==> config.mk <==
export PLATFORM = sky130hd
export DESIGN_NAME = pag_ptcache
export DESIGN_NICKNAME = d
export VERILOG_FILES = /design/src/rtl/pag_ptcache.sv
export SDC_FILE = /design/constraint.sdc
export NUM_CORES = 1
export LEC_CHECK = 0
export BUFFER_PORTS_ARGS = -buffer_cell sky130_fd_sc_hd__buf_2
export CAP_MARGIN = 30
export CORE_UTILIZATION = 50
export CTS_BUF_LIST = sky130_fd_sc_hd__clkbuf_8
export CTS_CLUSTER_SIZE = 20
export DETAILED_ROUTE_END_ITERATION = 12
export PLACE_DENSITY = 0.67
export SLEW_MARGIN = 40
export SYNTH_ARGS = -nofsm -noshare
export SYNTH_HDL_FRONTEND = slang
export SYNTH_SLANG_ARGS = --single-unit
==> constraint.sdc <==
create_clock -name clk3_vma_h -period 4.52 [get_ports clk3_vma_h]
set_input_delay 0.452 -clock clk3_vma_h [delete_from_list [all_inputs] [get_ports clk3_vma_h]]
set_output_delay 0.452 -clock clk3_vma_h [all_outputs]
set_load 0.03 [all_outputs]
==> src/rtl/pag_ptcache.sv <==
// Page-translation cache: 16-entry direct-mapped page-table cache with
// memory refill handshake and sweep (invalidate-all).
module pag_ptcache (
    input  logic        clk3_vma_h,
    input  logic        mr_reset_h,
    input  logic [22:0] vma_13to35_h,
    input  logic        pag_req_h,
    input  logic        pag_req_write_h,
    input  logic        pag_req_user_h,
    input  logic        vma1_ac_ref_h,
    input  logic        pag_sweep_h,
    input  logic        pag_refill_ack_h,
    input  logic [15:0] pag_refill_data_h,
    output logic        pag_busy_h,
    output logic        pag_done_h,
    output logic        pag_fail_h,
    output logic [12:0] pag_pa_14to26_h,
    output logic        pag_refill_req_h,
    output logic [13:0] pag_refill_adr_h
);

    localparam int unsigned N_ENT  = 16;
    localparam int unsigned IDX_W  = 4;
    localparam int unsigned TAG_W  = 10;
    localparam int unsigned PPN_W  = 13;
    localparam int unsigned PAGE_W = 14;

    typedef enum logic [2:0] {
        S_IDLE,
        S_LOOKUP,
        S_REFILL,
        S_FILL,
        S_SWEEP
    } state_t;

    state_t              r_state;
    logic [PAGE_W-1:0]   r_page;
    logic                r_write;
    logic                r_user;
    logic                r_acref;
    logic                r_sweep_pend;
    logic [IDX_W-1:0]    r_cnt;
    logic [14:0]         r_rdata;

    logic [N_ENT-1:0]    r_valid;
    logic [TAG_W-1:0]    r_tag   [N_ENT];
    logic [N_ENT-1:0]    r_euser;
    logic [N_ENT-1:0]    r_ewr;
    logic [N_ENT-1:0]    r_epub;
    logic [PPN_W-1:0]    r_ppn   [N_ENT];

    logic                r_busy;
    logic                r_done;
    logic                r_fail;
    logic [PPN_W-1:0]    r_pa;
    logic                r_refill_req;
    logic [PAGE_W-1:0]   r_refill_adr;

    logic [IDX_W-1:0]    w_idx;
    logic [TAG_W-1:0]    w_tag;
    logic                w_hit;
    logic                w_perm_fail;
    logic                w_unused;

    // Page number is VMA 13-26; offset bits VMA 27-35 play no part in translation.
    assign w_unused    = ^vma_13to35_h[8:0];
    assign w_idx       = r_page[IDX_W-1:0];
    assign w_tag       = r_page[PAGE_W-1:IDX_W];
    assign w_hit       = r_valid[w_idx] && (r_tag[w_idx] == w_tag) && (r_euser[w_idx] == r_user);
    assign w_perm_fail = (r_write && !r_ewr[w_idx]) || (r_user && !r_epub[w_idx]);

    // Control FSM, valid bits and all registered outputs.
    always_ff @(posedge clk3_vma_h or posedge mr_reset_h) begin
        if (mr_reset_h) begin
            r_state      <= S_IDLE;
            r_page       <= '0;
            r_write      <= 1'b0;
            r_user       <= 1'b0;
            r_acref      <= 1'b0;
            r_sweep_pend <= 1'b0;
            r_cnt        <= '0;
            r_rdata      <= '0;
            r_valid      <= '0;
            r_busy       <= 1'b0;
            r_done       <= 1'b0;
            r_fail       <= 1'b0;
            r_pa         <= '0;
            r_refill_req <= 1'b0;
            r_refill_adr <= '0;
        end else begin
            r_done <= 1'b0;
            r_fail <= 1'b0;
            r_pa   <= '0;
            if (r_state != S_IDLE && pag_sweep_h) begin
                r_sweep_pend <= 1'b1;
            end
            case (r_state)
                S_IDLE: begin
                    if (pag_req_h && !r_sweep_pend) begin
                        r_page  <= vma_13to35_h[22:9];
                        r_write <= pag_req_write_h;
                        r_user  <= pag_req_user_h;
                        r_acref <= vma1_ac_ref_h;
                        r_state <= S_LOOKUP;
                        r_busy  <= 1'b1;
                        if (pag_sweep_h) begin
                            r_sweep_pend <= 1'b1;
                        end
                    end else if (r_sweep_pend || pag_sweep_h) begin
                        r_cnt   <= '0;
                        r_state <= S_SWEEP;
                        r_busy  <= 1'b1;
                    end
                end
                S_LOOKUP: begin
                    if (r_acref) begin
                        r_done  <= 1'b1;
                        r_state <= S_IDLE;
                        r_busy  <= 1'b0;
                    end else if (w_hit) begin
                        r_done  <= 1'b1;
                        r_fail  <= w_perm_fail;
                        r_pa    <= w_perm_fail ? '0 : r_ppn[w_idx];
                        r_state <= S_IDLE;
                        r_busy  <= 1'b0;
                    end else begin
                        r_refill_req <= 1'b1;
                        r_refill_adr <= r_page;
                        r_state      <= S_REFILL;
                    end
                end
                S_REFILL: begin
                    if (pag_refill_ack_h) begin
                        r_refill_req <= 1'b0;
                        if (pag_refill_data_h[15]) begin
                            r_rdata <= pag_refill_data_h[14:0];
                            r_state <= S_FILL;
                        end else begin
                            r_done  <= 1'b1;
                            r_fail  <= 1'b1;
                            r_state <= S_IDLE;
                            r_busy  <= 1'b0;
                        end
                    end
                end
                S_FILL: begin
                    r_valid[w_idx] <= 1'b1;
                    r_state        <= S_LOOKUP;
                end
                S_SWEEP: begin
                    r_valid[r_cnt] <= 1'b0;
                    r_cnt          <= r_cnt + 4'd1;
                    if (r_cnt == 4'd15) begin
                        r_sweep_pend <= 1'b0;
                        r_state      <= S_IDLE;
                        r_busy       <= 1'b0;
                    end
                end
                default: begin
                    r_state <= S_IDLE;
                    r_busy  <= 1'b0;
                end
            endcase
        end
    end

    // Entry payload; meaningful only where the matching valid bit is set.
    always_ff @(posedge clk3_vma_h) begin
        if (r_state == S_FILL) begin
            r_tag[w_idx]   <= w_tag;
            r_euser[w_idx] <= r_user;
            r_ewr[w_idx]   <= r_rdata[14];
            r_epub[w_idx]  <= r_rdata[13];
            r_ppn[w_idx]   <= r_rdata[12:0];
        end
    end

    assign pag_busy_h       = r_busy;
    assign pag_done_h       = r_done;
    assign pag_fail_h       = r_fail;
    assign pag_pa_14to26_h  = r_pa;
    assign pag_refill_req_h = r_refill_req;
    assign pag_refill_adr_h = r_refill_adr;

endmodule
==> impl_metrics.toml, run 1 <==
[floorplan]
start_util_pct = 50.8
die_area_sq_um = 40300
fp-row-count = 72
io_pins = 78
dieWidth_microns = 201
fp.coreArea_sq_um = 38800
die_h_microns = 201

[setup_path]
worstPathCellList = "buf_4 > mux4_2 > mux2i_1 > mux2i_1 > xor2_1 > a21oi_1 > nand3_1 > or4b_4 > nor2b_1"
critPathBufInv = 1
cpMaxStageDelayCell = "or4b_4"
cp-start-kind = "flop"
path_class = "flop to flop"
crit_family = "simple AND/OR/NAND/NOR gates"
critPathMaxFanout = 20
rr_worst_depth = 9
slowest_delay_ps = 800
cp.required_ps = 5040
crit_top_cell = "mux2i_1"
crit_path_end_kind = "flop"
worstPathArrival_ps = 4140
cp.depth = 9

[hold_path]
whs_path_depth = 2
hp-class = "input pin to flop"

[global_route]
grt_overflow_total = 0
grt_pass1_wl_microns = 63500
first_global_vias = 10200
grtUsageTotal_pct = 21.6
grt_max_degree = 62
antenna_found_initial = 0

[power]
irDropWorstVdd_mv = 0.296
power_density_nw_per_um2 = 507
p_leak_uw = 0.00802
total_power_uw = 11400

[drt]
post-route-drc-count = 0
routed_via_density = 5.80
ant_nets = 0
drt_first_iter_violations = 683
first_pass_iters = 5
wl_per_cell_microns = 24.9
wirelength_microns = 42100
vias = 9791

[place]
place_area_sq_um = 20900
dp_cells = 1541
place_congestion = 0.799
numPortBuffers = 68
place_hpwl_microns = 22700

[synth]
synth_area_leaders = "edfxtp_1, mux4_2, dfrtp_1"
syn-num-nets = 1016
ys.flop_type = "edfxtp_1"
synth_sequential_area_ratio_pct = 74.3
syn_avg_cell_area_sq_um = 20.5
yosys.area.top_type_share_pct = 63.3
synth.largest_area_cell = "edfxtp_1"
async_flop_share_pct = 17.3
synth_edf_count = 416
netlist_area_sq_um = 19700
ys_seq_elements = 503
synthCells = 965
synthDistinctLibCells = 48
ys_warn_count = 0

[clock_network]
clk_latency_ps = 620
root_buffer = "clkbuf_8"
cts.path.max_buffers = 3
cts-htree-levels = 3
numCtsBuffers = 80
cts_resized = 0
clk_pin_slew_ps = 70
cts_tree = "built"
clkSinkCount = 503

[timing]
min_period_ps = 3620
drv_slew = 0
fin_setup_tns_ps = 0
skew_ps = 32.4
period_share_pct = 80.1
holdWs_ps = 66.9
finalSetupViolations = 0
max_slew_margin_pct = 44.8
fmax_mhz = 276
finalHoldViolCount = 0
rsz0062_at_grt = "false"
max_slew.worst_pin.slew_ps = 828

[final_layout]
final_layout_size_suffix_gt1_share_pct = 35.1
final_area_sq_um = 22500
num_antenna_cells = 0
nets = 1157
syn_to_final_growth_pct = 13.9
finalNonFillerCells = 1688
final_cell_mix = "edfxtp_1, mux4_2, clkbuf_8"
layout_commonest_cell = "edfxtp_1"

[status]
status = "complete, no violations"

[job]
maxCapViolations = 0
-- per-layer routing --
metal / wire, microns / track usage, % / share of wire, % / up-vias
met5: 0 / 0 / 0 / -
met2: 21300 / 35.9 / 51 / 318
met3: 2110 / 3.41 / 5.0 / 77
li1: - / - / - / 4210
met1: 17700 / 29.2 / 42 / 5186
met4: 979 / 7.58 / 2.3 / 0
-- sequential cells by signal (all words and copies together), names as in the netlist --
| name | cells |
|---|---|
| r_acref | 1 |
| r_rdata | 15 |
| r_page | 14 |
| pag_busy_h | 1 |
| r_cnt | 4 |
| r_sweep_pend | 1 |
| pag_refill_adr_h | 14 |
| pag_done_h | 1 |
| r_ewr | 16 |
| r_valid | 16 |
| r_user | 1 |
| r_epub | 16 |
| pag_pa_14to26_h | 13 |
| pag_refill_req_h | 1 |
| r_euser | 16 |
| r_state | 3 |
| r_tag | 160 |
| r_ppn | 208 |
| r_write | 1 |
| pag_fail_h | 1 |
-- final timing paths --
kind	end	slack, ps	from
max in group asynchronous	r_page[5]	3140	mr_reset_h
hold / removal	r_page[2]	70	vma_13to35_h[11]
hold reg to reg	pag_refill_req_h	480	pag_refill_req_h
setup / recovery	pag_pa_14to26_h[12]	900	r_page[0]
setup reg to reg	pag_pa_14to26_h[12]	900	r_page[0]
min in group asynchronous	pag_pa_14to26_h[5]	460	mr_reset_h
-- synth_stat cells (2+ instances only) --
| library cell | instances |
|---|---|
| nor2_1 | 28 |
| a21oi_1 | 8 |
| and4_1 | 2 |
| buf_1 | 4 |
| mux2i_1 | 35 |
| buf_4 | 4 |
| mux2_2 | 56 |
| o21ai_0 | 46 |
| and2_1 | 3 |
| mux4_2 | 111 |
| edfxtp_1 | 416 |
| dfrtp_1 | 87 |
| buf_2 | 18 |
| a22oi_1 | 3 |
| ha_1 | 4 |
| nand3_1 | 8 |
| o22ai_1 | 8 |
| xnor2_1 | 6 |
| o221ai_1 | 2 |
| a31oi_1 | 2 |
| nor2b_4 | 10 |
| buf_6 | 4 |
| nand2_1 | 20 |
| nand2b_1 | 6 |
| or3_1 | 3 |
| inv_1 | 10 |
| a221oi_1 | 2 |
| nor2b_1 | 8 |
| a22o_1 | 5 |
| nand4_1 | 2 |
| nand3b_1 | 4 |
| xor2_1 | 8 |
| o211ai_1 | 3 |
| or2_2 | 3 |
| a211oi_1 | 2 |
| clkbuf_1 | 12 |
-- metrics by stage --
stage               setup slack, ps  util, %
floorplan                       846        -
global placement                932     53.9
detailed placement              875     53.9
CTS                             837     57.9
global route                    678     57.9
finish                          900     57.9
-- kinds of logic (layout without fill, tap and decap cells) --
family | after synthesis | in the layout | synth area share (%)
flops | 503 | 503 | 74.3
mux | 202 | 202 | 17.6
simple gates | 104 | 104 | 3.13
compound gates | 85 | 85 | 2.62
buf+inv | 53 | 258 | 1.43
xor+xnor | 14 | 14 | 0.621
fa+ha+maj | 4 | 4 | 0.254
-- report_power, final --
part | switching [uW] | internal, uW | total, uW
logic | 966 | 1200 | 2170
clock network | 1700 | 1950 | 3650
registers | 367 | 5210 | 5580
-- cell type report --
class                      count  area [sq um]
clock buffer                  90          1240
clock inverter                56           299
fill                        2889         16400
inverter                      10          42.5
multi-input combinational    409          4910
sequential                   503         14700
tap                          518           648
timing repair buffer         102           661
-- what timing repair did --
| item | in CTS | in global routing |
|---|---|---|
| setup buffers | 0 | 0 |
| endpoints found under the hold margin | 16 | 0 |
| hold buffers | 1 | 0 |
(Power assumes the default switching activity.)
==> run 2: changes to the inputs <==
clock period = 3.8 ns   (was 4.52 ns; I/O delays follow)
==> run 2 against run 1 <==
Clock skew is 0.79 ps lower. Critical path depth stayed put. Sequential share of layout area is 1.3 points lower. Via count is 1.9% higher. Die area stayed put. Clock-buffer cell count is 2 higher. Cell area is 2.1% higher. Final cell count is 3.0% higher. Critical path type unchanged. Critical endpoint is now pag_pa_14to26_h[10]. Largest power group unchanged.
==> impl_metrics.toml, run 2 (synthesis results as in run 1) <==
[final_layout]
largest_register_ffs = 208
finalNonFillerCells = 1739
regMostFlops = "r_ppn"
layout_commonest_cell = "edfxtp_1"
final_cell_mix = "edfxtp_1, mux4_2, clkbuf_8"
top_regs = "r_ppn (208), r_tag (160)"
final_layout_size_suffix_gt1_share_pct = 35.3
syn_to_final_growth_pct = 16.2
num_antenna_cells = 0
fin_util_pct = 59.1
nets = 1205

[power]
irDropWorstVdd_mv = 0.319
power_density_nw_per_um2 = 598
total_power_uw = 13700
p_leak_uw = 0.00821

[global_route]
grt_max_degree = 51
busiest_layer = "met2"
antenna_found_initial = 0
gr-usage-met3_pct = 4.12
first_global_vias = 10500
grtUsageTotal_pct = 22.1
grt_pass1_wl_microns = 65000
grt_overflow_total = 0
use_met1_pct = 30.4
globalRouteMet2Util_pct = 36.0

[setup_path]
worstPathArrival_ps = 4120
crit_end = "pag_pa_14to26_h[10]"
crit_path_end_kind = "flop"
r2r_setup_slack_ps = 240
critPathMaxFanout = 33
path_class = "flop to flop"
rr_worst_depth = 9
cp-start-kind = "flop"
r2r_end = "pag_pa_14to26_h[10]"
cp.required_ps = 4360
crit-reg2reg-launch = "r_page[0]"
crit_path_start = "r_page[0]"

[clock_network]
numCtsBuffers = 80
cts-htree-levels = 3
cts_tree = "built"
clk_pin_slew_ps = 60
clk_latency_ps = 640
root_buffer = "clkbuf_8"
cts.path.max_buffers = 3
clkSinkCount = 503

[floorplan]
start_util_pct = 50.8
die_area_sq_um = 40300
io_pins = 78
die_h_microns = 201
fp.coreArea_sq_um = 38800
fp-row-count = 72
dieWidth_microns = 201

[place]
dp_cells = 1556
post-place-ws_ps = 191
place_congestion = 0.799
place_hpwl_microns = 23800
numPortBuffers = 68

[drt]
post-route-drc-count = 0
ant_nets = 0
wirelength_microns = 42800
vias = 9975
first_pass_iters = 5
wl_per_cell_microns = 24.6
drt_first_iter_violations = 791
routed_via_density = 5.74

[timing]
fmax_mhz = 281
finalHoldViolCount = 0
period_share_pct = 93.6
max_slew_margin_pct = 44.0
final.setup.worst_slack_ps = 242
drv_slew = 0
skew_ps = 31.6
rsz0062_at_grt = "false"
max_slew.worst_pin.slew_ps = 839
fin_setup_tns_ps = 0
finalSetupViolations = 0
min_period_ps = 3560

[status]
status = "complete, no violations"

[hold_path]
hp-class = "input pin to flop"

[job]
maxCapViolations = 0
## run 2: cell count changes in the layout (fill, tap and decap cells not counted), sizes merged, moves of 2 or more
cell         before  now
buf             101  116
clkinv           16   25
clkinvlp          1    3
dlygate4sd3       1   34
clkbuf           90   92
inv              47   38
## run 2: routing by layer
metal  wire, microns  vias up
met3            2160       73
met5               0        -
met1           18500     5295
li1                -     4308
met4             938        0
met2           21200      299
## run 2: layout make-up
class	count	area [sq um]
inverter	10	40.0
tap	518	648
multi-input combinational	409	4910
fill	2897	15900
timing repair buffer	150	1090
clock inverter	57	307
sequential	503	14700
clock buffer	92	1270
## run 2: worst min-delay path by stage
stage | end | slack, ps | depth (start not counted) | start
after CTS | r_sweep_pend | 4 | 3 | pag_sweep_h
after floorplan | r_valid[0] | 460 | 2 | r_valid[0]
after global placement | pag_refill_req_h | 470 | 2 | pag_refill_req_h
after global routing | r_sweep_pend | 40 | 3 | pag_sweep_h
after detailed placement | pag_refill_req_h | 470 | 2 | pag_refill_req_h
final | r_sweep_pend | 50 | 3 | pag_sweep_h
## run 2: metrics by stage
stage | hold slack [ps] | area (sq um)
global placement | 465 | 21000
floorplan | 465 | 19700
CTS | 3.60 | 22900
finish | 45.8 | 22900
global route | 43.2 | 22900
detailed placement | 469 | 21000
## run 2: worst max-delay path: stages (launching register included)
cell	delay, ps
dfrtp_4	870
buf_4	320
mux4_2	230
mux2i_1	110
nor4_1	320
nand3_1	120
o22ai_1	300
nand3_1	170
or4b_4	800
nor2b_1	200
## run 2: power by group
part | switching, uW | internal, uW
Clock | 2140 | 2310
Combinational | 1160 | 1480
Sequential | 440 | 6200
## run 2: what timing repair did
| action | 4_1_cts | 5_1_grt |
|---|---|---|
| hold buffers | 34 | 0 |
| endpoints found under the hold margin | 82 | 0 |
| resized for setup | 0 | 0 |
| setup buffers | 0 | 0 |
